<file path="src/rtl/synth_pkg.sv">
// Shared defaults for the synth voice blocks: key/voice counts and the key-index type.
package synth_pkg;
  localparam int DEFAULT_NUM_KEYS   = 8;
  localparam int DEFAULT_NUM_VOICES = 4;
  localparam int KEY_W              = $clog2(DEFAULT_NUM_KEYS);
  localparam int RANK_W             = $clog2(DEFAULT_NUM_VOICES);

  typedef logic [KEY_W-1:0]  key_idx_t;
  typedef logic [RANK_W-1:0] rank_t;
endpackage

</file>
<file path="src/rtl/voice_allocator_if.sv">
// Key requests in, voice state out. voice_rank is an observation port (0 = newest voice).
interface voice_allocator_if
  import synth_pkg::*;
#(
  parameter int NUM_KEYS   = DEFAULT_NUM_KEYS,
  parameter int NUM_VOICES = DEFAULT_NUM_VOICES
);
  localparam int KW = $clog2(NUM_KEYS);
  localparam int RW = $clog2(NUM_VOICES);

  // Level interface, no handshake: keys are sampled every CLK edge while Enable is
  // high; voice_trig/steal are single-cycle registered pulses, never back-pressured.
  logic                           Enable;
  logic [NUM_KEYS-1:0]            keys;
  logic [NUM_VOICES-1:0]          voice_on;
  logic [NUM_VOICES-1:0][KW-1:0]  voice_key;
  logic [NUM_VOICES-1:0]          voice_trig;
  logic                           steal;
  logic [NUM_VOICES-1:0][RW-1:0]  voice_rank;

  modport master (
    output Enable, keys,
    input  voice_on, voice_key, voice_trig, steal, voice_rank
  );

  modport slave (
    input  Enable, keys,
    output voice_on, voice_key, voice_trig, steal, voice_rank
  );
endinterface

</file>
<file path="src/rtl/prio_enc.sv">
// Lowest-set-bit priority encoder with a valid flag.
module prio_enc #(
  parameter int W = 8,
  localparam int IW = (W > 1) ? $clog2(W) : 1
) (
  input  logic [W-1:0]  req,
  output logic          valid,
  output logic [IW-1:0] idx
);
  always_comb begin
    valid = |req;
    idx   = '0;
    // Scan downward so the lowest set bit is the last one written.
    for (int i = W - 1; i >= 0; i--) begin
      if (req[i]) idx = IW'(i);
    end
  end
endmodule

</file>
<file path="src/rtl/voice_allocator.sv">
// Assigns held keys to a small pool of voices, one allocation per cycle,
// stealing the oldest voice when none is free.
module voice_allocator
  import synth_pkg::*;
#(
  parameter int NUM_KEYS   = DEFAULT_NUM_KEYS,
  parameter int NUM_VOICES = DEFAULT_NUM_VOICES
) (
  input logic              CLK,
  input logic              RESET,
  voice_allocator_if.slave bus
);
  localparam int KW = $clog2(NUM_KEYS);
  localparam int RW = $clog2(NUM_VOICES);

  logic [NUM_KEYS-1:0]            key_q, pending, rise, cand, alloc_mask;
  logic                           key_valid, free_valid;
  logic [KW-1:0]                  key_idx;
  logic [RW-1:0]                  free_idx, oldest_idx, target;
  logic [NUM_VOICES-1:0]          voice_on_q, voice_on_d, trig_q, trig_d, free_vec;
  logic                           steal_q, steal_d;
  logic [NUM_VOICES-1:0][KW-1:0]  vkey_q, vkey_d;
  logic [NUM_VOICES-1:0][RW-1:0]  rank_q, rank_d;

  assign rise     = bus.keys & ~key_q;
  assign cand     = (pending | rise) & bus.keys;
  assign free_vec = ~voice_on_q;

  prio_enc #(.W(NUM_KEYS)) u_key_enc (
    .req   (cand),
    .valid (key_valid),
    .idx   (key_idx)
  );

  prio_enc #(.W(NUM_VOICES)) u_free_enc (
    .req   (free_vec),
    .valid (free_valid),
    .idx   (free_idx)
  );

  always_comb begin
    oldest_idx = '0;
    for (int v = 0; v < NUM_VOICES; v++) begin
      if (rank_q[v] == RW'(NUM_VOICES - 1)) oldest_idx = RW'(v);
    end
  end

  // Free voices come from the registered voice_on, so a voice released this cycle
  // only becomes a candidate on the next one.
  assign target     = free_valid ? free_idx : oldest_idx;
  assign alloc_mask = key_valid ? (NUM_KEYS'(1) << key_idx) : '0;

  always_comb begin
    voice_on_d = voice_on_q;
    vkey_d     = vkey_q;
    rank_d     = rank_q;
    trig_d     = '0;
    steal_d    = 1'b0;
    for (int v = 0; v < NUM_VOICES; v++) begin
      if (voice_on_q[v] && !bus.keys[vkey_q[v]]) voice_on_d[v] = 1'b0;
    end
    if (key_valid) begin
      for (int v = 0; v < NUM_VOICES; v++) begin
        if (rank_q[v] < rank_q[target]) rank_d[v] = rank_q[v] + RW'(1);
      end
      rank_d[target]     = '0;
      vkey_d[target]     = key_idx;
      voice_on_d[target] = 1'b1;
      trig_d[target]     = 1'b1;
      steal_d            = !free_valid;
    end
  end

  always_ff @(posedge CLK or posedge RESET) begin
    if (RESET) begin
      key_q      <= '0;
      pending    <= '0;
      voice_on_q <= '0;
      vkey_q     <= '0;
      trig_q     <= '0;
      steal_q    <= 1'b0;
      for (int v = 0; v < NUM_VOICES; v++) rank_q[v] <= RW'(v);
    end else if (!bus.Enable) begin
      // Clearing key_q makes keys still held at re-enable look like fresh presses.
      key_q      <= '0;
      pending    <= '0;
      voice_on_q <= '0;
      trig_q     <= '0;
      steal_q    <= 1'b0;
    end else begin
      key_q      <= bus.keys;
      pending    <= cand & ~alloc_mask;
      voice_on_q <= voice_on_d;
      vkey_q     <= vkey_d;
      rank_q     <= rank_d;
      trig_q     <= trig_d;
      steal_q    <= steal_d;
    end
  end

  assign bus.voice_on   = voice_on_q;
  assign bus.voice_key  = vkey_q;
  assign bus.voice_trig = trig_q;
  assign bus.steal      = steal_q;
  assign bus.voice_rank = rank_q;
endmodule

</file>
<file path="src/flat_wrapper.sv">
// flat-port wrapper written by rule: the top's interface ports become plain ports
module voice_allocator_flat import synth_pkg::*;
#(
  parameter int NUM_KEYS   = DEFAULT_NUM_KEYS,
  parameter int NUM_VOICES = DEFAULT_NUM_VOICES
)
  (CLK, RESET, bus_Enable, bus_keys, bus_voice_on, bus_voice_key, bus_voice_trig, bus_steal, bus_voice_rank);
  voice_allocator_if #(.NUM_KEYS(NUM_KEYS), .NUM_VOICES(NUM_VOICES)) bus_i ();
  input logic CLK;
  input logic RESET;
  input wire logic [$bits(bus_i.Enable)-1:0] bus_Enable;
  input wire logic [$bits(bus_i.keys)-1:0] bus_keys;
  output wire logic [$bits(bus_i.voice_on)-1:0] bus_voice_on;
  output wire logic [$bits(bus_i.voice_key)-1:0] bus_voice_key;
  output wire logic [$bits(bus_i.voice_trig)-1:0] bus_voice_trig;
  output wire logic [$bits(bus_i.steal)-1:0] bus_steal;
  output wire logic [$bits(bus_i.voice_rank)-1:0] bus_voice_rank;
  assign bus_i.Enable = bus_Enable;
  assign bus_i.keys = bus_keys;
  assign bus_voice_on = bus_i.voice_on;
  assign bus_voice_key = bus_i.voice_key;
  assign bus_voice_trig = bus_i.voice_trig;
  assign bus_steal = bus_i.steal;
  assign bus_voice_rank = bus_i.voice_rank;
  voice_allocator #(.NUM_KEYS(NUM_KEYS), .NUM_VOICES(NUM_VOICES)) u_core (.CLK(CLK), .RESET(RESET), .bus(bus_i));
endmodule
</file>
<file path="config.mk">
export PLATFORM = sky130hd
export DESIGN_NAME = voice_allocator_flat
export DESIGN_NICKNAME = d
export VERILOG_FILES = /design/src/rtl/synth_pkg.sv /design/src/rtl/voice_allocator_if.sv /design/src/rtl/prio_enc.sv /design/src/rtl/voice_allocator.sv /design/src/flat_wrapper.sv
export SDC_FILE = /design/constraint.sdc
export NUM_CORES = 1
export LEC_CHECK = 0
export BUFFER_PORTS_ARGS = -buffer_cell sky130_fd_sc_hd__buf_2
export CELL_PAD_IN_SITES_DETAIL_PLACEMENT = 0
export CELL_PAD_IN_SITES_GLOBAL_PLACEMENT = 2
export CORE_ASPECT_RATIO = 1.4
export CORE_UTILIZATION = 35
export CTS_CLUSTER_SIZE = 25
export DETAILED_ROUTE_END_ITERATION = 8
export GPL_TIMING_DRIVEN = 0
export PLACE_DENSITY_LB_ADDON = 0.2
export SYNTH_ARGS = -nofsm -noshare
export SYNTH_HDL_FRONTEND = slang
export SYNTH_SLANG_ARGS = --single-unit
export TNS_END_PERCENT = 1
</file>
<file path="constraint.sdc">
create_clock -name CLK -period 3.2 [get_ports CLK]
set_clock_uncertainty 0.05 [all_clocks]
set_input_delay 0.48 -clock CLK [delete_from_list [all_inputs] [get_ports CLK]]
set_output_delay 0.48 -clock CLK [all_outputs]
set_load 0.01 [all_outputs]
</file>
==> Word level (Yosys, flattened, before mapping) <==
Index checks and enable logic that the tools add are counted.
{ "totals": {"ff_bits": 45, "in_bits": 11, "out_inout_bits": 29, "wordCells": 108} }
{ "op_classes": {"n_addsub": 4, "magnitude_cmp": 10, "eq_ne": 3, "shift": 1, "n_mux": 54, "n_bitwise": 10, "n_reduce_logical": 13} }
{ "op_table": {"columns": ["cell", "n"], "rows": [
  ["two-way mux 2 bit", 17],
  ["AND 8 bit", 4],
  ["two-way mux 3 bit", 9],
  ["two-way mux 8 bit", 3],
  ["inverter 8 bit", 3],
  ["< comparator 3 x 4 -> 1 bit (second input constant)", 4],
  ["two-way mux 4 bit", 4],
  ["binary-select mux 1 bit (select 3 bit)", 4],
  ["bitwise mux 12 bit", 1],
  ["two-way mux 1 bit", 12],
  ["adder 2 x 1 -> 2 bit (second input constant)", 4],
  ["< comparator 2 bit", 4],
  ["OR 8 bit", 1],
  ["OR reduction 8 bit", 1],
  ["<< shifter 1 x 3 -> 8 bit (first input constant)", 1],
  ["demux 3 bit (select 2 bit)", 1],
  ["== test 2 bit (second input constant)", 3],
  ["logical AND 1 bit", 5],
  ["logical NOT 1 bit", 5],
  ["binary-select mux 2 bit (select 2 bit)", 1],
  ["demux 2 bit (select 2 bit)", 1],
  ["inverter 4 bit", 1],
  ["OR 4 bit", 1],
  ["OR reduction 4 bit", 1],
  ["other kinds (4)", 4]
]} }

==> Logic depth before layout (Yosys ltp) <==
{ "depth": {"ltp_word": 17, "ltp_mapped": 11, "depth_no_buf": 11} }

==> Cells and area by module <==
Synthesis repeated with hierarchy kept, for this count alone.
{ "hier_totals": {"hier_cells": 234, "hier_area_um2": 2458.6} }
{ "modules_own_cells": {"columns": ["module", "instances", "cells_each", "area_each_um2", "seq_area_each_um2"], "rows": [
  ["voice_allocator", 1, 214, 2342.2, 1131.1],
  ["prio_enc at u_core.u_key_enc", 1, 13, 81.3, 0.0],
  ["prio_enc at u_core.u_free_enc", 1, 7, 35.0, 0.0]
]} }

==> Worst setup path before layout <==
No wires, ideal clock.
{ "synth_path": {"path_type": "register to register", "startpoint": "register u_core.rank_q, in the netlist u_core.bus.voice_rank[6]", "endpoint": "register u_core.rank_q, in the netlist u_core.bus.voice_rank[1]", "setup_time_ns": 0.126, "arrival_ns": 2.719, "required_ns": 3.024, "path_slack_ns": 0.304, "stages_incl_launch_ff": 11, "n_path_buf": 0, "synth_period_minus_slack_ns": 2.896, "path_cell_list": "dfstp_2 -> ha_1 -> and4bb_1 -> nor2_1 -> nand2_1 -> nand3_1 -> o21ai_0 -> ha_1 -> or4b_1 -> xor2_1 -> nor2_1"} }
{ "synth_via": {"elab_chain_cells": 9, "elab_cells_between_ends": 15, "classes_between": "3 x order compare; 1 x eq/ne; 8 x mux; 2 x bitwise; 1 x reduce/logical"} }
{ "synth_lines": {"columns": ["item", "line_no", "text"], "rows": [
  ["start, declared", "voice_allocator.sv:23", "logic [NUM_VOICES-1:0][RW-1:0] rank_q, rank_d;"],
  ["start signal, assigned", "voice_allocator.sv:95", "rank_q <= rank_d;"],
  ["== test 2 bit", "voice_allocator.sv:44", "if (rank_q[v] == RW'(NUM_VOICES - 1)) oldest_idx = RW'(v);"],
  ["two-way mux 2 bit", "voice_allocator.sv:44", null],
  ["two-way mux 2 bit", "voice_allocator.sv:50", "assign target = free_valid ? free_idx : oldest_idx;"],
  ["binary-select mux 2 bit (select 2 bit) (tied with other cells)", "voice_allocator.sv:64", "if (rank_q[v] < rank_q[target]) rank_d[v] = rank_q[v] + RW'(1);"],
  ["two-way mux 2 bit (not written as such) or logical AND 1 bit (tied branches)", "voice_allocator.sv:64, voice_allocator.sv:66", null],
  ["< comparator 2 bit or two-way mux 2 bit (tied branches)", "voice_allocator.sv:64, voice_allocator.sv:66", null],
  ["two-way mux 2 bit or demux 2 bit (select 2 bit) (tied branches)", null, null],
  ["two-way mux 2 bit or inverter 8 bit (tied branches)", null, null],
  ["AND 8 bit (no line) *", null, null]
]} }
Mark *: on every way between the ends. The rest lies on a longest branch, timed or not. The select of a mux whose other input is x is not followed.
A chain may end at the register's enable or synchronous reset.

==> Worst setup path in the final report <==
Same ends and word-level chain as after synthesis.

==> impl_metrics.yaml <==
run_status:
  run_status: "finished clean"
setup_path:
  path_cells: "ha_1 > and4bb_1 > nor2_2 > nand2_1 > nand3_1 > o21ai_2 > ha_1 > or4b_1 > xor2_1 > nor2_1"
  cp_top_family: "simple AND/OR/NAND/NOR gates"
  worst_setup_path_end_kind: "register"
  critPathLaunchType: "register"
  critical_path_class: "reg -> reg"
  cp.required_ps: 3330
  critPathBufInv: 0
  critPathArrivalTime_ps: 3090
  critical_path.slowest_cell: "dfstp_2"
  slowest_delay_ps: 600
  critPathMaxFanout: 7
  crit_top_cell: "ha_1"
timing:
  setup_viol: 0
  drv_slew: 0
  slew_headroom_pct: 43.42
  hold_ws_ps: 83.48
  finalHoldViolations: 0
  fin_ws_ps: 233.9
  tightestPinTransition_ps: 841.1
  fin_crit_sh_pct: 92.69
  period_needed_ps: 2966
  rsz0062_at_grt: "no"
  setup_tns_ps: 0
  fmax_ghz: 0.3371
die:
  io-pin-count: 40
  die_x_microns: 71.91
  num_rows: 35
  initial_utilization_pct: 36.22
  coreArea_sq_mm: 0.006613
  dieArea_sq_mm: 0.007182
  die_h_microns: 99.88
logic_synthesis:
  synth.area.top_cells: "dfrtp_1, mux4_2, mux2_2"
  ys.flop_type: "dfrtp_1"
  seq_area_frac_synth_pct: 47.23
  syn_inst: 207
  synth_edf_count: 0
  synth_cell_type_count: 48
  synth_top_area_share_pct: 42.84
  syn_area_sq_mm: 0.002395
  async_flop_share_pct: 100.0
  yosys-top-cells-count: "dfrtp_1, nand2_1, mux2_2"
  yosys.area.top_type: "dfrtp_1"
  ys_ff_latch: 45
  syn_area_per_cell_sq_um: 11.57
  synth_most_common_cell: "dfrtp_1"
  syn_nets: 225
  ys_warn_count: 0
global_routing:
  grt_pass1_wl_mm: 9.363
  grtUsageTotal_pct: 17.42
  grt_start_max_net_pins: 32
  grt-ovfl-total: 0
  grt_pass1_vias: 1784
  grt_antenna_before_repair: 0
pwr:
  power_density_mw_per_mm2: 838.5
  p_leak_uw: 0.001320
  ir_worst_vdd_v: 0.0003594
placement:
  io_buffers: 39
  dp_cells: 339
  placed_area_sq_mm: 0.002725
  post-dp-hpwl_mm: 4.539
  gp_congestion: 0.8118
  dp_slack_ps: -83.94
detailed_routing:
  wl_mm: 5.864
  dr.pass1.iters: 4
  drc_errors: 0
  avgViaCountPerCell: 5.161
  drt_iter0_drc: 59
  wire_per_inst_microns: 16.90
  antenna_left: 0
  num_vias: 1791
final_layout:
  drive_gt1_share_pct: 36.08
  antennaDiodeCount: 0
  num-nets-final: 272
  multi_input_area_sq_mm: 0.001232
  finalNonFillerCells: 347
  syn2layout_area_growth_pct: 18.86
  register_area_sq_mm: 0.001131
  fin_area_sq_mm: 0.002846
  nFillCells: 650
clock_network:
  cts-root-buf: "clkbuf_8"
  clk_pin_slew_worst_paths_ps: 90
  ctsLongestPathBuffers: 2
  numCtsBuffers: 5
  hold_buffers: 0
  htree_levels: 2
  cts_tree: "built"
  clock_latency_ps: 300
  numClockSinks: 45
run:
  maxCapViolCount: 0
hold_path:
  hp-class: "in -> async"
state kept, by name, indices dropped and copies added (netlist names):
| signal | count |
|---|---|
| u_core.bus.voice_key | 12 |
| u_core.bus.voice_rank | 8 |
| u_core.key_q | 8 |
| u_core.pending | 8 |
| u_core.bus.voice_on | 4 |
| u_core.bus.voice_trig | 4 |
| u_core.bus.steal | 1 |
kinds of logic after synthesis:
family | count (synthesis) | share of synthesized area, %
XOR/XNOR | 3 | 1.097
multiplexers | 27 | 16.14
buffers and inverters | 10 | 1.567
other | 1 | 0.1566
adder cells (fa/ha/maj) | 7 | 3.657
AND/OR/NAND/NOR | 74 | 16.88
AO/OA/AOI/OAI | 40 | 13.27
flip-flops | 45 | 47.23
repair_timing:
item	in CTS	in global routing
gates resized for setup	2	1
setup buffers	0	0
endpoints found under the setup margin	3	2
worst reg2reg max path, cell delays in order, from the launching register on:
cell and delay (ps):
dfstp_2 600, ha_1 270, and4bb_1 290, nor2_2 280
nand2_1 90, nand3_1 110, o21ai_2 100, ha_1 300
or4b_1 540, xor2_1 170, nor2_1 50
per-layer routing:
metal	share of wire [%]	global-route usage, %
met1	41	19.14
met5	0	0
met3	2.4	2.811
met4	2.1	6.787
met2	54	32.87
final timing paths:
check                      cells after the start                startpoint  slack (ps)                  endpoint
min in group CLK                               3                bus_Enable         410         u_core.pending[6]
setup / recovery                              10  u_core.bus.voice_rank[6]         230  u_core.bus.voice_rank[1]
max in group asynchronous                      3                     RESET        2470  u_core.bus.voice_rank[6]
hold / removal                                 2                     RESET          80         u_core.pending[7]
hold reg to reg                                2  u_core.bus.voice_rank[2]         500  u_core.bus.voice_rank[2]
setup reg to reg                              10  u_core.bus.voice_rank[6]         230  u_core.bus.voice_rank[1]
stage by stage:
step | util (%) | total power (uW)
floorplan | - | 1621
global placement | 40.91 | 1951
detailed placement | 41.21 | 1963
CTS | 42.99 | 2415
global route | 43.05 | 2576
finish | 43.05 | 2387
placed cells by master (no fill, tap or decap), drive strengths merged, types with 2 or more instances in the layout:
| cell type | n |
|---|---|
| inv | 9 |
| nand3 | 5 |
| nand2 | 21 |
| a21oi | 5 |
| a21boi | 3 |
| mux4 | 8 |
| buf | 40 |
| nor2b | 4 |
| mux2i | 6 |
| a211oi | 2 |
| o311ai | 2 |
| xor2 | 3 |
| ha | 7 |
| nand2b | 10 |
| a22oi | 4 |
| clkbuf | 6 |
| o311a | 2 |
| and2 | 12 |
| o22ai | 2 |
| o21ai | 9 |
| nor2 | 15 |
| mux2 | 13 |
| dfstp | 4 |
| o2111ai | 2 |
| a31oi | 3 |
| dfrtp | 41 |
final cells by class:
class	count	area share [%]
inverters	9	1.187
clock inverters	3	1.626
repair buffers	40	7.560
multi-input cells	152	43.30
plain buffers	1	0.1319
well taps	92	4.044
flip-flops and latches	45	39.74
clock buffers	5	2.418
where the power goes:
part           switching, uW  internal (uW)  leakage, uW
Combinational            535            497     0.000685
Clock                    202            234    0.0000543
Sequential               184            735     0.000581
Note: power is estimated with default switching activity, not from simulation.
